--- src/rtl/lc3b_pkg.sv ---
// LC-3b shared definitions: opcodes, condition-code encoding, instruction field slices.
package lc3b_pkg;

  localparam int unsigned DataWidth = 16;
  localparam int          NumRegs   = 8;

  typedef logic [DataWidth-1:0] word_t;
  typedef logic [2:0]           reg_idx_t;
  typedef logic [2:0]           cc_t;
  typedef logic [3:0]           opcode_t;
  typedef logic [1:0]           sb_cnt_t;

  localparam sb_cnt_t SbCntMax = 2'd3;

  localparam opcode_t OpBr   = 4'h0;
  localparam opcode_t OpAdd  = 4'h1;
  localparam opcode_t OpLdb  = 4'h2;
  localparam opcode_t OpStb  = 4'h3;
  localparam opcode_t OpJsr  = 4'h4;
  localparam opcode_t OpAnd  = 4'h5;
  localparam opcode_t OpLdw  = 4'h6;
  localparam opcode_t OpStw  = 4'h7;
  localparam opcode_t OpRti  = 4'h8;
  localparam opcode_t OpXor  = 4'h9;
  localparam opcode_t OpJmp  = 4'hC;
  localparam opcode_t OpShf  = 4'hD;
  localparam opcode_t OpLea  = 4'hE;
  localparam opcode_t OpTrap = 4'hF;

  // Condition codes as {n, z, p}
  localparam cc_t CcN = 3'b100;
  localparam cc_t CcZ = 3'b010;
  localparam cc_t CcP = 3'b001;

  localparam int unsigned OpMsb      = 15;
  localparam int unsigned OpLsb      = 12;
  localparam int unsigned DrMsb      = 11;
  localparam int unsigned DrLsb      = 9;
  localparam int unsigned Sr1Msb     = 8;
  localparam int unsigned Sr1Lsb     = 6;
  localparam int unsigned Sr2Msb     = 2;
  localparam int unsigned Sr2Lsb     = 0;
  localparam int unsigned ImmSelBit  = 5;
  localparam int unsigned JsrModeBit = 11;

  localparam reg_idx_t LinkReg = 3'd7;

  function automatic opcode_t ir_opcode(input word_t ir);
    return ir[OpMsb:OpLsb];
  endfunction

  function automatic reg_idx_t ir_dr(input word_t ir);
    return ir[DrMsb:DrLsb];
  endfunction

  function automatic reg_idx_t ir_sr1(input word_t ir);
    return ir[Sr1Msb:Sr1Lsb];
  endfunction

  function automatic reg_idx_t ir_sr2(input word_t ir);
    return ir[Sr2Msb:Sr2Lsb];
  endfunction

  function automatic cc_t cc_of(input word_t data);
    if (data[DataWidth-1]) return CcN;
    else if (data == '0)   return CcZ;
    else                   return CcP;
  endfunction

endpackage

--- src/rtl/decode_stage_if.sv ---
// DE-latch input, writeback and AGEX-latch bundle between fetch, decode and execute.
interface decode_stage_if import lc3b_pkg::*; ();

  logic     de_v;
  word_t    de_npc;
  word_t    de_ir;
  logic     mem_stall;
  logic     sr_wb_en;
  reg_idx_t sr_wb_dr;
  word_t    sr_wb_data;
  logic     sr_ld_cc;

  logic     dep_stall;
  logic     v_de_br_stall;
  logic     agex_v;
  word_t    agex_npc;
  word_t    agex_ir;
  word_t    agex_sr1;
  word_t    agex_sr2;
  cc_t      agex_cc;
  reg_idx_t agex_dr;
  logic     agex_ld_reg;
  logic     agex_ld_cc;

  modport master (
    output de_v, de_npc, de_ir, mem_stall, sr_wb_en, sr_wb_dr, sr_wb_data, sr_ld_cc,
    input  dep_stall, v_de_br_stall, agex_v, agex_npc, agex_ir, agex_sr1, agex_sr2,
    input  agex_cc, agex_dr, agex_ld_reg, agex_ld_cc
  );

  modport slave (
    input  de_v, de_npc, de_ir, mem_stall, sr_wb_en, sr_wb_dr, sr_wb_data, sr_ld_cc,
    output dep_stall, v_de_br_stall, agex_v, agex_npc, agex_ir, agex_sr1, agex_sr2,
    output agex_cc, agex_dr, agex_ld_reg, agex_ld_cc
  );

endinterface

--- src/rtl/reg_file.sv ---
// 8x16 register file: two async read ports, one write port, write-before-read forwarding.
module reg_file import lc3b_pkg::*; (
  input  logic     clk,
  input  logic     rst_n,
  input  logic     we,
  input  reg_idx_t waddr,
  input  word_t    wdata,
  input  reg_idx_t raddr_a,
  output word_t    rdata_a,
  input  reg_idx_t raddr_b,
  output word_t    rdata_b
);

  word_t regs [NumRegs];

  // Storage write; async reset clears every register
  always_ff @(posedge clk or negedge rst_n) begin
    if (!rst_n) begin
      for (int i = 0; i < NumRegs; i++) regs[i] <= '0;
    end else if (we) begin
      regs[waddr] <= wdata;
    end
  end

  // Reads see a same-cycle write to the same index
  always_comb begin
    rdata_a = (we && (waddr == raddr_a)) ? wdata : regs[raddr_a];
    rdata_b = (we && (waddr == raddr_b)) ? wdata : regs[raddr_b];
  end

endmodule

--- src/rtl/decode_stage.sv ---
// LC-3b decode stage: field decode, register/CC scoreboard, CC register and AGEX latch.
module decode_stage import lc3b_pkg::*; (
  input logic           clk,
  input logic           rst_n,
  decode_stage_if.slave bus
);

  opcode_t      opcode;
  reg_idx_t     sr1_idx, sr2_idx, dr_idx;
  logic         use_sr1, use_sr2, use_cc, ld_reg, ld_cc, is_ctrl;
  word_t        sr1_data, sr2_data;
  cc_t          cc_q, cc_fwd;
  sb_cnt_t      reg_cnt [NumRegs];
  sb_cnt_t      cc_cnt;
  logic [NumRegs-1:0] reg_inc, reg_dec;
  logic         cc_inc, cc_dec, issue;
  logic         sr1_busy, sr2_busy, cc_busy, dep_stall;

  // A count of 1 that retires this very cycle no longer blocks the reader
  function automatic logic cnt_busy(input sb_cnt_t cnt, input logic retiring);
    return (cnt != 2'd0) && !((cnt == 2'd1) && retiring);
  endfunction

  // Saturating in-flight count; simultaneous inc and dec cancel
  function automatic sb_cnt_t cnt_next(input sb_cnt_t cnt, input logic inc, input logic dec);
    if (inc && !dec && (cnt != SbCntMax)) return cnt + 2'd1;
    if (dec && !inc && (cnt != 2'd0))     return cnt - 2'd1;
    return cnt;
  endfunction

  reg_file u_reg_file (
    .clk     (clk),
    .rst_n   (rst_n),
    .we      (bus.sr_wb_en),
    .waddr   (bus.sr_wb_dr),
    .wdata   (bus.sr_wb_data),
    .raddr_a (sr1_idx),
    .rdata_a (sr1_data),
    .raddr_b (sr2_idx),
    .rdata_b (sr2_data)
  );

  // Operand usage and destination per opcode
  always_comb begin
    opcode  = ir_opcode(bus.de_ir);
    sr1_idx = ir_sr1(bus.de_ir);
    sr2_idx = ir_sr2(bus.de_ir);
    dr_idx  = ir_dr(bus.de_ir);
    use_sr1 = 1'b0;
    use_sr2 = 1'b0;
    use_cc  = 1'b0;
    ld_reg  = 1'b0;
    ld_cc   = 1'b0;
    is_ctrl = 1'b0;
    case (opcode)
      OpAdd, OpAnd, OpXor: begin
        use_sr1 = 1'b1;
        use_sr2 = !bus.de_ir[ImmSelBit];
        ld_reg  = 1'b1;
        ld_cc   = 1'b1;
      end
      OpLdb, OpLdw, OpShf: begin
        use_sr1 = 1'b1;
        ld_reg  = 1'b1;
        ld_cc   = 1'b1;
      end
      OpStb, OpStw: begin
        use_sr1 = 1'b1;
        use_sr2 = 1'b1;
        sr2_idx = ir_dr(bus.de_ir);  // store data register sits in the DR field
      end
      OpLea: ld_reg = 1'b1;
      OpBr: begin
        use_cc  = 1'b1;
        is_ctrl = 1'b1;
      end
      OpJmp: begin
        use_sr1 = 1'b1;
        is_ctrl = 1'b1;
      end
      OpJsr: begin
        use_sr1 = !bus.de_ir[JsrModeBit];  // JSRR form reads a base register
        ld_reg  = 1'b1;
        dr_idx  = LinkReg;
        is_ctrl = 1'b1;
      end
      OpTrap: begin
        ld_reg  = 1'b1;
        dr_idx  = LinkReg;
        is_ctrl = 1'b1;
      end
      OpRti:   is_ctrl = 1'b1;
      default: ;
    endcase
  end

  // Dependency check, issue and per-counter inc/dec requests
  always_comb begin
    sr1_busy  = use_sr1 && cnt_busy(reg_cnt[sr1_idx],
                                    bus.sr_wb_en && (bus.sr_wb_dr == sr1_idx));
    sr2_busy  = use_sr2 && cnt_busy(reg_cnt[sr2_idx],
                                    bus.sr_wb_en && (bus.sr_wb_dr == sr2_idx));
    cc_busy   = use_cc && cnt_busy(cc_cnt, bus.sr_ld_cc);
    dep_stall = bus.de_v && (sr1_busy || sr2_busy || cc_busy);
    issue     = bus.de_v && !dep_stall && !bus.mem_stall;
    for (int i = 0; i < NumRegs; i++) begin
      reg_inc[i] = issue && ld_reg && (dr_idx == reg_idx_t'(i));
      reg_dec[i] = bus.sr_wb_en && (bus.sr_wb_dr == reg_idx_t'(i));
    end
    cc_inc = issue && ld_cc;
    cc_dec = bus.sr_ld_cc;
    cc_fwd = bus.sr_ld_cc ? cc_of(bus.sr_wb_data) : cc_q;
  end

  assign bus.dep_stall     = dep_stall;
  assign bus.v_de_br_stall = bus.de_v && is_ctrl;

  // Scoreboard counters; over/underflow saturates and is flagged in simulation
  always_ff @(posedge clk or negedge rst_n) begin
    if (!rst_n) begin
      for (int i = 0; i < NumRegs; i++) reg_cnt[i] <= '0;
      cc_cnt <= '0;
    end else begin
      for (int i = 0; i < NumRegs; i++) begin
        assert (!(reg_inc[i] && !reg_dec[i] && (reg_cnt[i] == SbCntMax)))
          else $error("scoreboard overflow on R%0d", i);
        assert (!(reg_dec[i] && !reg_inc[i] && (reg_cnt[i] == 2'd0)))
          else $error("scoreboard underflow on R%0d", i);
        reg_cnt[i] <= cnt_next(reg_cnt[i], reg_inc[i], reg_dec[i]);
      end
      assert (!(cc_inc && !cc_dec && (cc_cnt == SbCntMax))) else $error("CC count overflow");
      assert (!(cc_dec && !cc_inc && (cc_cnt == 2'd0)))     else $error("CC count underflow");
      cc_cnt <= cnt_next(cc_cnt, cc_inc, cc_dec);
    end
  end

  // Architectural condition codes, loaded from writeback data
  always_ff @(posedge clk or negedge rst_n) begin
    if (!rst_n) begin
      cc_q <= CcZ;
    end else if (bus.sr_ld_cc) begin
      cc_q <= cc_of(bus.sr_wb_data);
    end
  end

  // AGEX latch; frozen while memory stalls
  always_ff @(posedge clk or negedge rst_n) begin
    if (!rst_n) begin
      bus.agex_v      <= 1'b0;
      bus.agex_npc    <= '0;
      bus.agex_ir     <= '0;
      bus.agex_sr1    <= '0;
      bus.agex_sr2    <= '0;
      bus.agex_cc     <= '0;
      bus.agex_dr     <= '0;
      bus.agex_ld_reg <= 1'b0;
      bus.agex_ld_cc  <= 1'b0;
    end else if (!bus.mem_stall) begin
      bus.agex_v      <= bus.de_v && !dep_stall;
      bus.agex_npc    <= bus.de_npc;
      bus.agex_ir     <= bus.de_ir;
      bus.agex_sr1    <= sr1_data;
      bus.agex_sr2    <= sr2_data;
      bus.agex_cc     <= cc_fwd;
      bus.agex_dr     <= dr_idx;
      bus.agex_ld_reg <= ld_reg;
      bus.agex_ld_cc  <= ld_cc;
    end
  end

endmodule

--- src/flat_wrapper.sv ---
// flat-port wrapper written by rule: the top's interface ports become plain ports
module decode_stage_flat import lc3b_pkg::*;
  (clk, rst_n, bus_de_v, bus_de_npc, bus_de_ir, bus_mem_stall, bus_sr_wb_en, bus_sr_wb_dr, bus_sr_wb_data, bus_sr_ld_cc, bus_dep_stall, bus_v_de_br_stall, bus_agex_v, bus_agex_npc, bus_agex_ir, bus_agex_sr1, bus_agex_sr2, bus_agex_cc, bus_agex_dr, bus_agex_ld_reg, bus_agex_ld_cc);
  decode_stage_if bus_i ();
  input logic clk;
  input logic rst_n;
  input wire logic [$bits(bus_i.de_v)-1:0] bus_de_v;
  input wire logic [$bits(bus_i.de_npc)-1:0] bus_de_npc;
  input wire logic [$bits(bus_i.de_ir)-1:0] bus_de_ir;
  input wire logic [$bits(bus_i.mem_stall)-1:0] bus_mem_stall;
  input wire logic [$bits(bus_i.sr_wb_en)-1:0] bus_sr_wb_en;
  input wire logic [$bits(bus_i.sr_wb_dr)-1:0] bus_sr_wb_dr;
  input wire logic [$bits(bus_i.sr_wb_data)-1:0] bus_sr_wb_data;
  input wire logic [$bits(bus_i.sr_ld_cc)-1:0] bus_sr_ld_cc;
  output wire logic [$bits(bus_i.dep_stall)-1:0] bus_dep_stall;
  output wire logic [$bits(bus_i.v_de_br_stall)-1:0] bus_v_de_br_stall;
  output wire logic [$bits(bus_i.agex_v)-1:0] bus_agex_v;
  output wire logic [$bits(bus_i.agex_npc)-1:0] bus_agex_npc;
  output wire logic [$bits(bus_i.agex_ir)-1:0] bus_agex_ir;
  output wire logic [$bits(bus_i.agex_sr1)-1:0] bus_agex_sr1;
  output wire logic [$bits(bus_i.agex_sr2)-1:0] bus_agex_sr2;
  output wire logic [$bits(bus_i.agex_cc)-1:0] bus_agex_cc;
  output wire logic [$bits(bus_i.agex_dr)-1:0] bus_agex_dr;
  output wire logic [$bits(bus_i.agex_ld_reg)-1:0] bus_agex_ld_reg;
  output wire logic [$bits(bus_i.agex_ld_cc)-1:0] bus_agex_ld_cc;
  assign bus_i.de_v = bus_de_v;
  assign bus_i.de_npc = bus_de_npc;
  assign bus_i.de_ir = bus_de_ir;
  assign bus_i.mem_stall = bus_mem_stall;
  assign bus_i.sr_wb_en = bus_sr_wb_en;
  assign bus_i.sr_wb_dr = bus_sr_wb_dr;
  assign bus_i.sr_wb_data = bus_sr_wb_data;
  assign bus_i.sr_ld_cc = bus_sr_ld_cc;
  assign bus_dep_stall = bus_i.dep_stall;
  assign bus_v_de_br_stall = bus_i.v_de_br_stall;
  assign bus_agex_v = bus_i.agex_v;
  assign bus_agex_npc = bus_i.agex_npc;
  assign bus_agex_ir = bus_i.agex_ir;
  assign bus_agex_sr1 = bus_i.agex_sr1;
  assign bus_agex_sr2 = bus_i.agex_sr2;
  assign bus_agex_cc = bus_i.agex_cc;
  assign bus_agex_dr = bus_i.agex_dr;
  assign bus_agex_ld_reg = bus_i.agex_ld_reg;
  assign bus_agex_ld_cc = bus_i.agex_ld_cc;
  decode_stage u_core (.clk(clk), .rst_n(rst_n), .bus(bus_i));
endmodule
--- config.mk ---
export PLATFORM = sky130hd
export DESIGN_NAME = decode_stage_flat
export DESIGN_NICKNAME = d
export VERILOG_FILES = /design/src/rtl/lc3b_pkg.sv /design/src/rtl/decode_stage_if.sv /design/src/rtl/reg_file.sv /design/src/rtl/decode_stage.sv /design/src/flat_wrapper.sv
export SDC_FILE = /design/constraint.sdc
export NUM_CORES = 1
export LEC_CHECK = 0
export CAP_MARGIN = 20
export CORE_MARGIN = 2
export CORE_UTILIZATION = 47
export CTS_BUF_LIST = sky130_fd_sc_hd__clkbuf_8
export DETAILED_ROUTE_END_ITERATION = 8
export GPL_TIMING_DRIVEN = 0
export HOLD_SLACK_MARGIN = 0.06
export PLACE_DENSITY = 0.67
export SYNTH_ARGS = -nofsm -noshare
export SYNTH_HDL_FRONTEND = slang
export SYNTH_HIERARCHICAL = 1
export SYNTH_SLANG_ARGS = --single-unit
--- constraint.sdc ---
create_clock -name clk -period 3.9 [get_ports clk]
set_clock_uncertainty 0.2 [all_clocks]
set_input_delay 0.78 -clock clk [delete_from_list [all_inputs] [get_ports clk]]
set_output_delay 0.78 -clock clk [all_outputs]
set_load 0.05 [all_outputs]
; ---- Word-level counts from Yosys, hierarchy flattened
; Index checks and enable logic that the tools add are counted.
[op_classes]
add_sub_neg = 18
magnitude_cmp = 4
n_eq_ne = 41
muxes = 91
bitwise_logic = 3
n_reduce_logical = 128
[op_table]
columns = op, count
row1 = bitwise mux 128 bit, 1
row2 = 2-to-1 mux 16 bit, 7
row3 = binary-select mux 16 bit (select 3 bit), 2
row4 = 2-to-1 mux 2 bit, 41
row5 = logical AND 1 bit, 70
row6 = demux 16 bit (select 3 bit), 1
row7 = nonzero test 2 bit, 20
row8 = 2-to-1 mux 1 bit, 31
row9 = logical NOT 1 bit, 25
row10 = "== test 3 bit, second input constant", 8
row11 = "== test 4 bit, second input constant", 6
row12 = "adder 2 x 1 -> 2 bit, second input constant", 9
row13 = "!= test 2 bit, second input constant", 9
row14 = OR reduction 9 bit, 2
row15 = "subtractor 2 x 1 -> 2 bit, second input constant", 9
row16 = "== test 4 x 3 -> 1 bit, second input constant", 4
row17 = logical NOT 16 bit, 1
row18 = binary-select mux 2 bit (select 3 bit), 2
row19 = "== test 3 x 2 -> 1 bit, second input constant", 4
row20 = ">= comparator 4 bit, second input constant", 3
row21 = 2-to-1 mux 3 bit, 4
row22 = inverter 3 -> 4 bit, 3
row23 = "== test 4 x 2 -> 1 bit, second input constant", 2
row24 = "== test 2 x 1 -> 1 bit, second input constant", 3
row25 = other kinds (12), 18
[totals]
regBits = 222
inputBits = 57
output_inout_bits = 75
wordCells = 312

; ---- Logic depth before layout (Yosys ltp)
; Gate-level depths: netlist of the first run.
[depth]
word_depth = 27
mapped_depth = 11
depth_no_buf = 9

; ---- Hierarchy
; The synthesis of the first run kept the hierarchy.
[modules_own_cells]
columns = mod, n_inst, cells_per_inst, area_per_inst_um2, seq_area_each_um2
row1 = reg_file, 1, 452, 7507.2, 3203.1
row2 = decode_stage, 1, 468, 5228.8, 2353.5

; ---- Least setup slack after synthesis of the first run
; No wires, ideal clock.
[synth_timing]
path_type = input to output
startpoint = input port bus_de_ir[9]
endpoint = output port bus_dep_stall
arrival_ns = 3.030
required_time_ns = 2.920
path_slack_ns = -0.110
path_stages = 7
n_path_buf = 2
cell_sequence = clkbuf_1 -> mux4_2 -> a31o_1 -> or4_1 -> o211ai_4 -> buf_6 -> and2_1
[synth_between]
elab_chain_cells = 13
elab_cells_between_ends = 16
cone_classes = eq/ne (2) / mux (4) / bitwise (1) / reduce/logical (9)
[synth_lines]
columns = element, line_no
row1 = start: declaration, flat_wrapper.sv:9  ; input wire logic [$bits(bus_i.de_ir)-1:0] bus_de_ir;
row2 = 2-to-1 mux 3 bit (*), decode_stage.sv:55  ; case (opcode)
row3 = inverter 3 -> 4 bit (not written as such), decode_stage.sv:101  ; sr2_busy = use_sr2 && cnt_busy(reg_cnt[sr2_idx],
row4 = binary-select mux 2 bit (select 3 bit), decode_stage.sv:101
row5 = 2-to-1 mux 2 bit (not written as such) (2 in series), decode_stage.sv:101
row6 = == test 2 x 1 -> 1 bit, decode_stage.sv:21  ; return (cnt != 2'd0) && !((cnt == 2'd1) && retiring);
row7 = logical AND 1 bit, decode_stage.sv:21
row8 = logical NOT 1 bit, decode_stage.sv:21
row9 = logical AND 1 bit (*), decode_stage.sv:21
row10 = logical AND 1 bit (*), decode_stage.sv:101
row11 = logical OR 1 bit (*) (2 in series), decode_stage.sv:104  ; dep_stall = bus.de_v && (sr1_busy || sr2_busy || cc_busy);
row12 = logical AND 1 bit (*), decode_stage.sv:104
row13 = end: declaration, flat_wrapper.sv:15  ; output wire logic [$bits(bus_i.dep_stall)-1:0] bus_dep_stall;
; Mark *: on every way between the ends. The rest lies on a longest branch, timed or not. The select of a mux whose other input is x is not followed.

; ---- Worst setup path after layout of the first run
[layout_timing]
startpoint = input port bus_de_ir[13]
endpoint = output port bus_dep_stall
[layout_between]
elab_chain_cells = 15
elab_cells_between_ends = 35
cone_classes = eq/ne (12) / mux (7) / bitwise (1) / reduce/logical (15)
[layout_lines]
columns = element, line_no
row1 = == test 4 x 2 -> 1 bit / == test 4 x 3 -> 1 bit (equally long branches), decode_stage.sv:55
row2 = OR reduction 2 bit (*), decode_stage.sv:55
row3 = 2-to-1 mux 3 bit (*), decode_stage.sv:55
row4 = via u_core.sr2_idx[0], decode_stage.sv:9  ; reg_idx_t sr1_idx, sr2_idx, dr_idx;
row5 = inverter 3 -> 4 bit (not written as such), decode_stage.sv:101
row6 = binary-select mux 2 bit (select 3 bit), decode_stage.sv:101
row7 = 2-to-1 mux 2 bit (not written as such) (2 in series), decode_stage.sv:101
row8 = == test 2 x 1 -> 1 bit, decode_stage.sv:21
row9 = logical AND 1 bit, decode_stage.sv:21
row10 = logical NOT 1 bit, decode_stage.sv:21
row11 = logical AND 1 bit (*), decode_stage.sv:21
row12 = logical AND 1 bit (*), decode_stage.sv:101
row13 = logical OR 1 bit (*) (2 in series), decode_stage.sv:104
row14 = logical AND 1 bit (*), decode_stage.sv:104
; The timed path passes the listed nets; every way through them passes the cells marked *. The select of a mux whose other input is x is not followed.

==> flow_summary.ini, run 1 <==
[grt]
antenna_found_initial = 0
grt_pass1_vias = 8831
grtUsageTotal = 0.228
met3_usage = 0.0461
grt_pass1_wl_um = 50200
use_met2 = 0.374
grt-ovfl-total = 0
use_met1 = 0.306
grt.busiest_layer = met2
grt_max_degree = 91

[power]
p_per_area_nw_per_um2 = 559
p_leak_nw = 6.65
peakVddDrop_mv = 0.422

[routing]
ant_nets = 0
routed_wl_um = 31700
vias = 8572
drt_first_pass_iters = 4
viasPerCell = 5.84
wire_per_inst_um = 21.6
drc = 0
first_iter_violations = 519

[logic_synthesis]
synth_mux_area_frac = 0.392
synth_enable_flop_cells = 0
netlist.top_cell.by_area = dfrtp_1
synth_compound_area_frac = 0.0408
ys_async_sr_fraction = 1.00
synth.area.top_cells = dfrtp_1 (43%), mux2_2 (22%), mux4_1 (12%)
synth.distinct_cells = 69
synth_nets = 996
synth_adder_area_share = 0.0195
synth_seq_cells = 222
syn-cell-area_sq_um = 12700
avgSynthCellArea_sq_um = 13.8
synthCells = 920
synth_top_family_by_area = multiplexers
synth-simple-area-share = 0.0547
yosysSeqAreaShare = 0.436
synth_top_flop_cell = dfrtp_1
synth_top_area_share = 0.434
ys_warn_count = 6
synth_xor_xnor_area_share = 0.0165

[sta]
max_freq_mhz = 263
fin_crit_ns = 3.81
finalHoldViolCount = 0
holdWs_ns = 0.283
tightest_slew_ns = 1.07
period_share = 0.976
worst_slack_ns = 0.0941
setup_viol_count_final = 0
slew_violations = 0
slew_headroom = 0.287

[floorplan]
boundaryPins = 132
start_util = 0.475
die_y_um = 169
die_area_sq_um = 28400
die_w_um = 169
rows = 60
design.core.area_sq_um = 26800

[cts]
cts_max_path_buffers = 3
numCtsBuffers = 40
htreeDepth = 2
cts.clk_slew.worst_paths_ns = 0.05
cts_tree = built
clock-root-buffer = clkbuf_8
clk-insertion-delay-late_ns = 0.55
clkSinkCount = 222

[setup_path]
crit_fanout = 7
worstPathRequired_ns = 2.92
critPathKind = input pin to output pin
crit_arrival_ns = 2.83
endpoint_kind = output pin
start_kind = input pin

[cells_and_area]
final_cell_mix = mux2_2 (249), dfrtp_1 (217), clkdlybuf4s50_1 (112)
largest-register = u_core/u_reg_file/regs
fillers = 2225
synthToLayoutAreaGrowth_pct = 21.4
drive_gt1_frac = 0.362
nNetsFinal = 1174
fin_util = 0.577
layout_commonest_cell = mux2_2
antenna_cells = 0
multi_input_area_sq_um = 6690
final_area_sq_um = 15500
seqCellArea_sq_um = 5560
largest_register_ffs = 128

[placement]
port_buffers = 124
dpl_cell_area_sq_um = 14500
gp_congestion = 0.918
dpl.hpwl_um = 21700
place_ws_ns = -1.22

[hold_path]
min_path_type = flop to flop

[run_status]
outcome = completed

[run]
cap_viol_max_count = 0
## area by class of cell
class | count | area share
plain buffers | 74 | 0.0274
flip-flops and latches | 222 | 0.360
repair buffers | 138 | 0.0905
well taps | 341 | 0.0276
multi-input cells | 595 | 0.432
clock inverters | 23 | 0.0122
clock buffers | 49 | 0.0436
inverters | 27 | 0.00655
## metrics by stage
| stage | setup TNS, ns | cells | total power (W) |
|---|---|---|---|
| floorplan | 0 | 920 | 0.00537 |
| CTS | 0 | 1465 | 0.00871 |
| global placement | -1735.80 | 1385 | 0.00621 |
| detailed placement | -12.10 | 1387 | 0.00631 |
| finish | 0 | 1469 | 0.00865 |
| global route | -0.00444 | 1469 | 0.00914 |
## critical path, cell delays in order
cell	delay, ns
clkdlybuf4s15_1	0.27
nand3b_4	0.19
mux2_4	0.36
o221a_1	0.26
or4_4	0.43
o211ai_4	0.11
buf_6	0.13
and2_2	0.14
buf_8	0.14
## layer usage
layer	wire length [um]	part of all wire
met5	0	0
met1	14100	0.44
met3	1770	0.056
met4	837	0.026
met2	15000	0.47
## synth_stat cells, types with 3 or more instances
cell type,number
buf_1,20
buf_4,4
dfrtp_1,221
a211oi_1,3
inv_1,27
nor3_1,10
xor2_1,8
a21oi_1,4
buf_6,13
ha_1,19
mux4_1,60
o2111ai_1,4
nand2_1,27
xnor2_1,16
nand3_1,8
a31oi_1,6
a211o_1,5
mux2i_1,17
buf_2,13
nand4b_1,4
nor2b_1,7
nor4_1,8
nand2b_1,6
o22ai_1,3
clkbuf_1,26
nor2_1,32
mux4_2,10
mux2_4,12
mux2_2,249
nand4_1,6
o21ai_0,21
## cell families (layout without fill, tap and decap cells)
group / after synthesis / in the layout
DFF: 222 / 222
xor gates and xnor gates: 24 / 24
AOI/OAI and AO/OA: 73 / 73
muxes: 350 / 350
buffers and inverters: 103 / 311
adders and majority gates: 20 / 20
and+or+nand+nor: 128 / 128
## timing repair
item / CTS / global route
pin swaps: 1 / 2
hold buffers: 1 / 0
setup buffers: 7 / 4
resized for setup: 25 / 20
endpoints found under the hold margin: 48 / 0
setup endpoints to repair: 1 / 1
## report_power, final
part           switching [W]  total, W  internal (W)
clock               0.000984   0.00233       0.00134
sequential          0.000425   0.00328       0.00285
combinational        0.00153   0.00304       0.00151
total                0.00294   0.00865       0.00571
## path summary, 6_finish.rpt
kind                                        start                      to  slack (ns)  cells past startpoint
min in group asynchronous                   rst_n   u_core/bus.agex_ir[5]        0.52                      2
min                        u_core/bus.agex_ir[11]  u_core/bus.agex_ir[11]        0.28                      2
max in group asynchronous                   rst_n  u_core/bus.agex_sr2[4]        1.78                      4
max                                 bus_de_ir[13]           bus_dep_stall        0.09                      9
min reg2reg                u_core/bus.agex_ir[11]  u_core/bus.agex_ir[11]        0.28                      2
max reg2reg                    u_core/reg_cnt[13]       u_core/reg_cnt[3]        0.74                      9
(Power assumes the default switching activity.)
==> inputs of run 2 (changes only) <==
--- a/config.mk
+++ b/config.mk
@@ -6,6 +6,7 @@
 export NUM_CORES = 1
 export LEC_CHECK = 0
 export CAP_MARGIN = 20
+export CORE_ASPECT_RATIO = 1.1
 export CORE_MARGIN = 2
 export CORE_UTILIZATION = 47
 export CTS_BUF_LIST = sky130_fd_sc_hd__clkbuf_8
==> run 2 against run 1 <==
  * Sequential cell count is the same
  * Design area is essentially flat
  * Maximum frequency shrank 1.2%
  * Register-to-register slack lost 0.12 ns
  * Critical path depth grew 3
  * Worst hold slack gained 0.0011 ns
  * Utilization is essentially flat
==> flow_summary.ini, run 2 (synthesis results as in run 1) <==
[hold_path]
holdPathStages = 2
min_path_type = flop to flop

[sta]
setup_viol_count_final = 0
fin_crit_ns = 3.85
slew_violations = 0
finalHoldViolCount = 0
period_share = 0.988
tightest_slew_ns = 0.985
rsz0062_at_grt = no
slew_headroom = 0.337
setup_tns_ns = 0
max_freq_mhz = 260

[grt]
grt-ovfl-total = 0
grt_max_degree = 105
grt_pass1_wl_um = 50000
antenna_found_initial = 1
grtUsageTotal = 0.229
grt_pass1_vias = 9030

[cells_and_area]
layout_commonest_cell = mux2_2
largest-register = u_core/u_reg_file/regs
largest_register_ffs = 128
final_cell_count_no_fill = 1486
synthToLayoutAreaGrowth_pct = 21.4
fillers = 2235
drive_gt1_frac = 0.357
nNetsFinal = 1175
final_cell_mix = mux2_2 (249), dfrtp_1 (217), clkdlybuf4s50_1 (116)

[floorplan]
boundaryPins = 132
design.core.area_sq_um = 26800
start_util = 0.475
die_area_sq_um = 28400
die_w_um = 161
die_y_um = 177
rows = 63

[run_status]
outcome = completed

[setup_path]
slowest_stage = or4_4
cp_slowest_stage_delay_ns = 0.55
endpoint_kind = output pin
cp_common_cell = buf_4
critPathKind = input pin to output pin
start_kind = input pin
worstPathRequired_ns = 2.92
crit_chain = clkdlybuf4s15_1 -> buf_6 -> nand3b_4 -> buf_12 -> buf_4 -> buf_4 -> o2111ai_1 -> a22oi_1 -> or4_4 -> o211ai_4 -> and2_4 -> buf_8
rr_worst_depth = 10
crit_fanout = 4
crit_arrival_ns = 2.87

[cts]
cts_max_path_buffers = 3
cts.clk_slew.worst_paths_ns = 0.05
cts_tree = built
clock-root-buffer = clkbuf_8
numCtsBuffers = 40
clkSinkCount = 222
clk-insertion-delay-late_ns = 0.55
htreeDepth = 2

[routing]
viasPerCell = 5.77
routed_wl_um = 32000
wire_per_inst_um = 21.6
vias = 8580
ant_nets = 0
drt_first_pass_iters = 4
drc = 0
first_iter_violations = 451

[power]
p_leak_nw = 6.63
p_per_area_nw_per_um2 = 550
peakVddDrop_mv = 0.379
fin_total_pwr_w = 0.00850

[placement]
port_buffers = 124
place_inst = 1403
dpl.hpwl_um = 21600
gp_congestion = 0.857

[run]
cap_viol_max_count = 0
[run 2: metrics by stage]
| step | cell area [sq um] | hold slack (ns) | setup slack, ns | utilization |
|---|---|---|---|---|
| after floorplan | 12700 | 0.269 | 0.0185 | - |
| after global placement | 14400 | 0.267 | -7.90 | 0.538 |
| after detailed placement | 14500 | 0.276 | -1.25 | 0.540 |
| after CTS | 15400 | 0.289 | 0.0122 | 0.576 |
| after global routing | 15500 | 0.297 | 0.0128 | 0.577 |
| final | 15500 | 0.285 | 0.0471 | 0.577 |
[run 2: worst max-delay path, delay by kind of cell]
family,cells,cell delay (ns)
buffers and inverters,6,0.87
AND/OR/NAND/NOR,3,0.81
AO/OA/AOI/OAI,3,0.42
[run 2: repair_timing]
| action | 4_1_cts | 5_1_grt |
|---|---|---|
| gates resized for setup | 26 | 14 |
| hold endpoints to repair | 52 | 0 |
| pin swaps | 3 | 5 |
| hold buffers | 1 | 0 |
| buffers inserted | 9 | 3 |
| setup endpoints to repair | 2 | 1 |
[run 2: layout make-up]
cell class | count | area (sq um) | share of cell area
inverter | 27 | 101 | 0.00655
timing repair buffer | 139 | 1420 | 0.0917
sequential | 222 | 5560 | 0.360
buffer | 74 | 428 | 0.0277
clock buffer | 53 | 729 | 0.0472
multi-input combinational | 595 | 6680 | 0.432
clock inverter | 18 | 93.8 | 0.00607
antenna | 1 | 2.50 | 0.000162
tap | 357 | 447 | 0.0289
[run 2: final timing paths]
kind | startpoint | slack, ns | endpoint
max | bus_de_ir[12] | 0.05 | bus_dep_stall
min | u_core/bus.agex_dr[1] | 0.28 | u_core/bus.agex_dr[1]
max reg2reg | u_core/reg_cnt[13] | 0.62 | u_core/reg_cnt[3]
min reg2reg | u_core/bus.agex_dr[1] | 0.28 | u_core/bus.agex_dr[1]
max in group asynchronous | rst_n | 1.73 | u_core/bus.agex_sr2[3]
min in group asynchronous | rst_n | 0.53 | u_core/reg_cnt[15]
[run 2: where the power goes]
| part | internal (W) | total, W | leakage (nW) | switching, W |
|---|---|---|---|---|
| clock network | 0.00122 | 0.00220 | 0.467 | 0.000983 |
| logic | 0.00151 | 0.00302 | 3.50 | 0.00152 |
| registers | 0.00286 | 0.00328 | 2.66 | 0.000424 |
| total | 0.00558 | 0.00850 | 6.63 | 0.00292 |
[run 2: metal layers]
layer	wire length (um)	GRT usage	part of all wire
met5	0	0	0
met4	1000	0.0856	0.031
met3	2100	0.0455	0.066
met2	15300	0.381	0.48
met1	13700	0.299	0.43
==> inputs of run 3 (changes only) <==
--- a/config.mk
+++ b/config.mk
@@ -5,15 +5,17 @@
 export SDC_FILE = /design/constraint.sdc
 export NUM_CORES = 1
 export LEC_CHECK = 0
+export ABC_CLOCK_PERIOD_IN_PS = 3900
 export CAP_MARGIN = 20
 export CORE_ASPECT_RATIO = 1.1
 export CORE_MARGIN = 2
 export CORE_UTILIZATION = 47
 export CTS_BUF_LIST = sky130_fd_sc_hd__clkbuf_8
 export DETAILED_ROUTE_END_ITERATION = 8
+export DONT_BUFFER_PORTS = 1
 export GPL_TIMING_DRIVEN = 0
 export HOLD_SLACK_MARGIN = 0.06
-export PLACE_DENSITY = 0.67
+export PLACE_DENSITY = 0.64
 export SYNTH_ARGS = -nofsm -noshare
 export SYNTH_HDL_FRONTEND = slang
 export SYNTH_HIERARCHICAL = 1
==> run 3 against run 2 <==
  * The flow now finishes with violations (hold timing)
  * Register-to-register slack better by 0.02 ns
  * Critical path depth down 5
  * Power down 6.2%
  * Sequential cell count unchanged
  * Setup slack better by 0.050 ns
  * Utilization down 5.3 points
  * Global-route usage down 0.77 points
  * Non-clock buffer count down 131
  * Critical endpoint unchanged
  * Maximum frequency up 1.3%
  * Combinational power down 34%
  * Routed wire length down 2.7%
==> flow_summary.ini, run 3 (synthesis results as in run 1) <==
[routing]
routed_wl_um = 31200
ant_nets = 0
drc = 0
vias = 8063
drt_first_pass_iters = 5
first_iter_violations = 512
wire_per_inst_um = 23.1
viasPerCell = 5.96

[run_status]
failed_checks = hold timing
outcome = finished, violations left

[setup_path]
timing.rr.start = u_core/reg_cnt[11]
endpoint_kind = output pin
crit_start = u_core/reg_cnt[9]
crit_fanout = 7
crit_chain = inv_1 -> mux4_2 -> a31o_1 -> or4_1 -> o211ai_4 -> buf_6 -> and2_4
rr_worst_depth = 10
worstPathRequired_ns = 2.92
slowest_stage = or4_1
critPathKind = flop to output pin
start_kind = flop
crit_arrival_ns = 2.82
cp_slowest_stage_delay_ns = 0.57

[hold_path]
min_path_type = input pin to asynchronous set/reset pin

[sta]
max_freq_mhz = 263
setup_viol_count_final = 0
rsz0062_at_grt = no
tightest_slew_ns = 1.03
holdWs_ns = -0.246
finalHoldViolCount = 222
slew_violations = 0
period_share = 0.975
slew_headroom = 0.313
fin_crit_ns = 3.80

[floorplan]
boundaryPins = 132
design.core.area_sq_um = 26800
die_area_sq_um = 28400
die_y_um = 177
die_w_um = 161
start_util = 0.475
rows = 63

[grt]
grt-ovfl-total = 0
use_met2 = 0.382
grt.busiest_layer = met2
antenna_found_initial = 1
grtUsageTotal = 0.221
grt_pass1_wl_um = 48200
grt_max_degree = 223
met3_usage = 0.0520
use_met1 = 0.275
grt_pass1_vias = 8377

[cts]
cts.clk_slew.worst_paths_ns = 0.06
clk-insertion-delay-late_ns = 0.54
htreeDepth = 2
clkSinkCount = 222
cts_tree = built
numCtsBuffers = 39
clock-root-buffer = clkbuf_8
cts_max_path_buffers = 3

[cells_and_area]
drive_gt1_frac = 0.387
largest_register_ffs = 128
layout_commonest_cell = mux2_2
multi_input_area_sq_um = 6670
antenna_cells = 0
largest-register = u_core/u_reg_file/regs
nNetsFinal = 1043
fillers = 2305
final_cell_count_no_fill = 1352
seqCellArea_sq_um = 5560
final_cell_mix = mux2_2 (249), dfrtp_1 (217), mux4_1 (60)
synthToLayoutAreaGrowth_pct = 10.2
final_area_sq_um = 14000

[placement]
place_inst = 1277
dpl.hpwl_um = 20600
dpl_cell_area_sq_um = 13200
port_buffers = 0
gp_congestion = 0.867

[power]
p_per_area_nw_per_um2 = 569
fin_total_pwr_w = 0.00798
p_leak_nw = 6.03
peakVddDrop_mv = 0.346

[run]
cap_viol_max_count = 0
run 3: area by class of cell:
| cell class | count | area share |
|---|---|---|
| flip-flops and latches | 222 | 0.396 |
| inverters | 27 | 0.00722 |
| multi-input cells | 595 | 0.475 |
| clock buffers | 51 | 0.0500 |
| plain buffers | 75 | 0.0293 |
| well taps | 357 | 0.0318 |
| repair buffers | 7 | 0.00374 |
| clock inverters | 18 | 0.00615 |
run 3: worst paths after layout:
path / to / slack [ns]
max in group asynchronous: u_core/bus.agex_ir[4] / 3.42
worst min register to register: u_core/cc_q[0] / 0.30
min in group clk: u_core/bus.agex_ir[5] / 0.19
worst max-delay path: bus_dep_stall / 0.1
worst max register to register: u_core/reg_cnt[0] / 0.64
worst min-delay path: u_core/bus.agex_ir[5] / -0.25
run 3: routing by layer:
metal	share of wire	routed length, um
met1	0.41	12900
met2	0.49	15200
met3	0.068	2110
met4	0.031	957
met5	0.00042	13
run 3: what timing repair did:
item	CTS	global route
hold endpoints to repair	222	222
pin swaps	0	1
setup buffers	1	6
endpoints found under the setup margin	1	1
cloned	0	0
resized for setup	6	1
run 3: per-stage QoR:
step / worst slack [ns] / util / TNS [ns]
after floorplan: 0.0185 / - / 0
after CTS: 0.00761 / 0.522 / 0
after detailed placement: -0.222 / 0.492 / -0.345
final: 0.0967 / 0.524 / 0
after global placement: -0.253 / 0.492 / -0.263
after global routing: 0.0315 / 0.524 / 0
run 3: worst max-delay path, delay by kind of cell, from the launching register on:
family / cells / cell delay, ns
muxes: 1 / 0.46
DFF: 1 / 0.43
AOI/OAI and AO/OA: 2 / 0.37
and+or+nand+nor: 2 / 0.80
buffers and inverters: 2 / 0.25
run 3: power by group:
| part | internal, W | switching [W] | leakage [nW] | total [W] |
|---|---|---|---|---|
| Clock | 0.00117 | 0.000942 | 0.457 | 0.00211 |
| Sequential | 0.00284 | 0.00103 | 2.66 | 0.00388 |
| Combinational | 0.00119 | 0.000791 | 2.92 | 0.00199 |
